$ cat config.mk
export PLATFORM = sky130hd
export DESIGN_NAME = pipeline_hazard_ctrl
export DESIGN_NICKNAME = d
export VERILOG_FILES = /design/src/rtl/pipeline_hazard_ctrl.sv
export SDC_FILE = /design/constraint.sdc
export NUM_CORES = 1
export LEC_CHECK = 0
export ABC_AREA = 1
export CAP_MARGIN = 10
export CORE_AREA = 10 10 76 78
export DETAILED_ROUTE_END_ITERATION = 7
export DIE_AREA = 0 0 86 88
export GPL_TIMING_DRIVEN = 0
export PLACE_DENSITY_LB_ADDON = 0.15
export SLEW_MARGIN = 20
export SYNTH_ARGS = -nofsm -noshare
export SYNTH_HDL_FRONTEND = slang
export SYNTH_SLANG_ARGS = --single-unit
$ cat constraint.sdc
create_clock -name clk -period 2 [get_ports clk]
set_input_delay 0.2 -clock clk [delete_from_list [all_inputs] [get_ports clk]]
set_output_delay 0.2 -clock clk [all_outputs]
set_load 0.1 [all_outputs]
$ cat src/rtl/pipeline_hazard_ctrl.sv
// rtl/pipeline_hazard_ctrl.sv - pipeline stall/flush sequencer for the 16-bit CPU
// Resolves load-use stalls, taken-branch flushes and data-memory waits with Mealy enables.
module pipeline_hazard_ctrl #(
    parameter int REG_AW     = 3,
    parameter int LOAD_LAT   = 1,
    parameter int BR_PENALTY = 1,
    parameter int CNT_W      = 16
) (
    input  logic              clk,
    input  logic              pc_reset,
    input  logic [REG_AW-1:0] id_rs1,
    input  logic [REG_AW-1:0] id_rs2,
    input  logic              id_uses_rs1,
    input  logic              id_uses_rs2,
    input  logic              ex_mem_read,
    input  logic [REG_AW-1:0] ex_rd,
    input  logic              ex_branch_taken,
    input  logic              mem_req,
    input  logic              mem_ready,
    output logic              pc_write,
    output logic              if_id_write,
    output logic              if_id_flush,
    output logic              id_ex_write,
    output logic              id_ex_flush,
    output logic              ex_mem_write,
    output logic [CNT_W-1:0]  stall_count
);

    typedef enum logic [1:0] {
        RUN        = 2'd0,
        LOAD_STALL = 2'd1,
        BR_FLUSH   = 2'd2,
        MEM_WAIT   = 2'd3
    } state_t;

    localparam logic [2:0] LOAD_RELOAD = 3'(LOAD_LAT - 1);
    localparam logic [2:0] BR_RELOAD   = 3'(BR_PENALTY - 1);

    state_t            state_q, state_d;
    state_t            resume_q, resume_d;
    logic [2:0]        cnt_q, cnt_d;
    logic [CNT_W-1:0]  stall_cnt_q, stall_cnt_d;

    logic hazard;
    logic memstall;
    logic freeze;
    logic pc_write_c, if_id_write_c, if_id_flush_c;
    logic id_ex_write_c, id_ex_flush_c, ex_mem_write_c;

    assign hazard = ex_mem_read && (ex_rd != '0) &&
                    ((id_uses_rs1 && (id_rs1 == ex_rd)) ||
                     (id_uses_rs2 && (id_rs2 == ex_rd)));
    assign memstall = mem_req && !mem_ready;

    always_comb begin
        state_d        = state_q;
        resume_d       = resume_q;
        cnt_d          = cnt_q;
        freeze         = 1'b0;
        pc_write_c     = 1'b1;
        if_id_write_c  = 1'b1;
        if_id_flush_c  = 1'b0;
        id_ex_write_c  = 1'b1;
        id_ex_flush_c  = 1'b0;
        ex_mem_write_c = 1'b1;

        case (state_q)
            RUN: begin
                if (memstall) begin
                    freeze   = 1'b1;
                    state_d  = MEM_WAIT;
                    resume_d = RUN;
                end else if (ex_branch_taken) begin
                    if_id_flush_c = 1'b1;
                    id_ex_flush_c = 1'b1;
                    if (BR_PENALTY > 1) begin
                        state_d = BR_FLUSH;
                        cnt_d   = BR_RELOAD;
                    end
                end else if (hazard) begin
                    pc_write_c    = 1'b0;
                    if_id_write_c = 1'b0;
                    id_ex_flush_c = 1'b1;
                    if (LOAD_LAT > 1) begin
                        state_d = LOAD_STALL;
                        cnt_d   = LOAD_RELOAD;
                    end
                end
            end
            LOAD_STALL: begin
                // A data-memory wait freezes the whole pipe; the bubble count resumes afterwards.
                if (memstall) begin
                    freeze   = 1'b1;
                    state_d  = MEM_WAIT;
                    resume_d = LOAD_STALL;
                end else begin
                    pc_write_c    = 1'b0;
                    if_id_write_c = 1'b0;
                    id_ex_flush_c = 1'b1;
                    cnt_d         = cnt_q - 3'd1;
                    if (cnt_q == 3'd1) begin
                        state_d = RUN;
                    end
                end
            end
            BR_FLUSH: begin
                if (memstall) begin
                    freeze   = 1'b1;
                    state_d  = MEM_WAIT;
                    resume_d = BR_FLUSH;
                end else if (ex_branch_taken) begin
                    if_id_flush_c = 1'b1;
                    id_ex_flush_c = 1'b1;
                    cnt_d         = BR_RELOAD;
                end else begin
                    if_id_flush_c = 1'b1;
                    cnt_d         = cnt_q - 3'd1;
                    if (cnt_q == 3'd1) begin
                        state_d = RUN;
                    end
                end
            end
            MEM_WAIT: begin
                if (!mem_ready) begin
                    freeze = 1'b1;
                end else begin
                    state_d = resume_q;
                end
            end
            default: begin
                state_d = RUN;
            end
        endcase

        // Freeze holds every stage in place; ID_EX keeps its content rather than taking a bubble.
        if (freeze) begin
            pc_write_c     = 1'b0;
            if_id_write_c  = 1'b0;
            if_id_flush_c  = 1'b0;
            id_ex_write_c  = 1'b0;
            id_ex_flush_c  = 1'b0;
            ex_mem_write_c = 1'b0;
        end
    end

    always_comb begin
        stall_cnt_d = stall_cnt_q;
        if (!pc_write_c && (stall_cnt_q != {CNT_W{1'b1}})) begin
            stall_cnt_d = stall_cnt_q + 1'b1;
        end
    end

    always_ff @(posedge clk or negedge pc_reset) begin
        if (!pc_reset) begin
            state_q     <= RUN;
            resume_q    <= RUN;
            cnt_q       <= 3'd0;
            stall_cnt_q <= '0;
        end else begin
            state_q     <= state_d;
            resume_q    <= resume_d;
            cnt_q       <= cnt_d;
            stall_cnt_q <= stall_cnt_d;
        end
    end

    // While reset is held the pipe is frozen and both pipe registers are cleared.
    assign pc_write     = pc_reset & pc_write_c;
    assign if_id_write  = pc_reset & if_id_write_c;
    assign if_id_flush  = ~pc_reset | if_id_flush_c;
    assign id_ex_write  = pc_reset & id_ex_write_c;
    assign id_ex_flush  = ~pc_reset | id_ex_flush_c;
    assign ex_mem_write = pc_reset & ex_mem_write_c;
    assign stall_count  = stall_cnt_q;

endmodule

==> out/metrics.cfg <==
[logic_synthesis]
async_flop_share = 1.000
yosysWarningCount = 0
syn-num-nets = 265
synth_edf_count = 0
synth.most_common_cell = nand2_1
syn_avg_cell_area_sq_um = 6.874
synthFlopType = dfrtp_1
synth.top_cells.by_area = dfrtp_1 35%, nand2_1 17%, inv_1 7.7%, nand3_1 6.6%, ha_1 5.3%
syn_inst = 241
synthTopCellsByCount = 77 x nand2_1, 34 x inv_1, 23 x dfrtp_1, 22 x nand3_1, 19 x nor2_1
synth_top_area_cell = dfrtp_1
seq_area_frac_synth = 0.3474
synth_top_area_frac = 0.3474
syn-cell-area_sq_um = 1657
synth_cell_types = 24
ys_ff_latch = 23

[cts]
htree_levels = 1
clkTransAtPathRegs_ns = 0.08
numCtsBuffers = 3
clock_sinks = 23
cts_buffer_depth = 2
tritoncts = built
root_buffer = clkbuf_8
clk_latency_ns = 0.26

[worst_setup_path]
criticalPathCategory = flop to primary output
cp_cell_sequence = inv_2 > ha_2 > nor2_4 > a21oi_1 > nand2_2 > nand2_4 > buf_8 > nor2_4 > buf_12 > buf_12
max_stage_delay_ns = 0.39
r2r_cells = 9
required_ns = 1.80
endpoint_kind = primary output
critPathLaunchType = flop
crit_arrival_ns = 1.81
crit_slowest_cell = dfrtp_1
crit_fanout = 3

[sta]
whs_ns = 0.08193
max_slew_margin = 0.3564
min_period_ns = 2.007
drv_slew = 0
rsz0062_at_grt = true
period_share = 1.003
clock_skew_ns = 0.001976
tns_ns = -0.006919
tightest_slew_ns = 0.9693
max_clock_freq_mhz = 498.3
setup_slack_ns = -0.006919
setup_viol = 1
finalHoldViolations = 0

[power_and_ir_drop]
p_leak_uw = 0.001180
ir_worst_vdd_v = 0.0007637
p_per_area_nw_per_um2 = 1277

[detailed_routing]
postRouteAntennaNets = 0
avgRoutedWirePerCell_um = 12.53
firstDrtPassIters = 4
route.detailed.drc = 0
wirelength_um = 4299
drtIter0Drc = 119
via_per_inst = 4.778
vias = 1639

[die]
fp.dieW_um = 86
die_y_um = 88
core_sq_um = 4294
boundaryPins = 39
start_util = 0.3858
rows = 24
dieArea_sq_um = 7568

[placement]
dp.cells = 331
dp_slack_ns = -1.103
portBuffers = 38
place_congestion = 0.9087
dp_hpwl_um = 3259

[global_route]
grtUsageTotal = 0.1146
grt_max_degree = 24
grt_pass1_wl_um = 7189
antenna_found_initial = 0
first_global_vias = 1469
grt_overflow = 0

[layout]
fill_cells = 424
seqCellArea_sq_um = 595.6
drive_gt1_frac = 0.2062
fin_nets = 316
syn_to_final_growth_pct = 39.88
multi_input_area_sq_um = 974.7
stdcell_count = 343
diodes = 0

[run_status]
status = finished, violations left
violations = negative setup slack

[run]
cap_violations = 0

[min_path]
worstHoldPathType = input port to async pin

## area by class of cell
type                            count  share of cell area
Tap cell                           52             0.02808
Timing Repair Buffer               46              0.1911
Sequential cell                    23              0.2570
Buffer                              5             0.02538
Multi-Input combinational cell    177              0.4206
Clock buffer                        4             0.01944
Inverter                           36             0.05832
## state kept, by name, indices dropped and copies added (netlist names)
name,cells
resume_q,2
stall_count,16
state_q,2
cnt_q,3
## stage by stage
stage	total power [uW]	instance area, sq um	utilization
final	2960	2317	0.5396
after detailed placement	2551	2176	0.5067
after CTS	2888	2232	0.5198
after global routing	3178	2317	0.5396
after global placement	2530	2181	0.5079
after floorplan	2136	1735	-
## cells by family (layout without fill, tap and decap cells)
logic type | after synthesis | count (layout) | share of synthesized area
AND/OR/NAND/NOR | 134 | 134 | 0.3497
flip-flops | 23 | 23 | 0.3474
AO/OA/AOI/OAI | 23 | 23 | 0.07779
XOR/XNOR | 13 | 13 | 0.06873
buffers and inverters | 41 | 91 | 0.1035
adder cells (fa/ha/maj) | 7 | 7 | 0.05287
## worst max-delay path: cells and delay by family (launching register included)
kind	cells	cell delay, ns
buffers and inverters	4	0.48
DFF	1	0.39
and+or+nand+nor	4	0.41
adders and majority gates	1	0.20
AOI/OAI and AO/OA	1	0.06
## what timing repair did
action,4_1_cts,5_1_grt
gates cloned,0,0
gates resized for setup,64,15
pin swaps,2,4
endpoints found under the hold margin,23,0
hold buffers,1,0
endpoints found under the setup margin,22,17
buffers inserted,1,6
## layer usage
metal / global-route usage / share of wire / up-vias
met5: 0 / 0 / -
met4: 0.03144 / 0.0063 / 0
met3: 0.03343 / 0.081 / 2
met2: 0.1555 / 0.42 / 50
met1: 0.1684 / 0.50 / 731
li1: - / - / 856
## report_power, final
part	internal, uW	total, uW	switching, uW	leakage (uW)
sequential	606	717	111	0.000286
combinational	645	1950	1310	0.000871
clock	142	290	148	0.0000228
## worst paths after layout
path | slack (ns) | to | startpoint
max | -0.007 | pc_write | state_q[1]
min | 0.08 | cnt_q[2] | pc_reset
max reg2reg | 0.18 | stall_count[15] | stall_count[0]
min reg2reg | 0.50 | cnt_q[2] | cnt_q[2]
max in group asynchronous | 1.52 | stall_count[1] | pc_reset
min in group clk | 0.50 | cnt_q[2] | cnt_q[2]
## layout by cell type (no fill, tap or decap), types with 5 or more instances in the layout
cell / count
nand3_1: 22
nor3_1: 7
buf_4: 10
xnor2_1: 8
dlygate4sd2_1: 19
o21ai_0: 9
inv_2: 5
nand2_2: 7
dfrtp_2: 10
dfrtp_1: 11
clkdlybuf4s50_1: 9
nor2_1: 15
inv_1: 31
xor2_1: 5
nand2_1: 71
No activity file was read; power rests on OpenSTA's default activity.
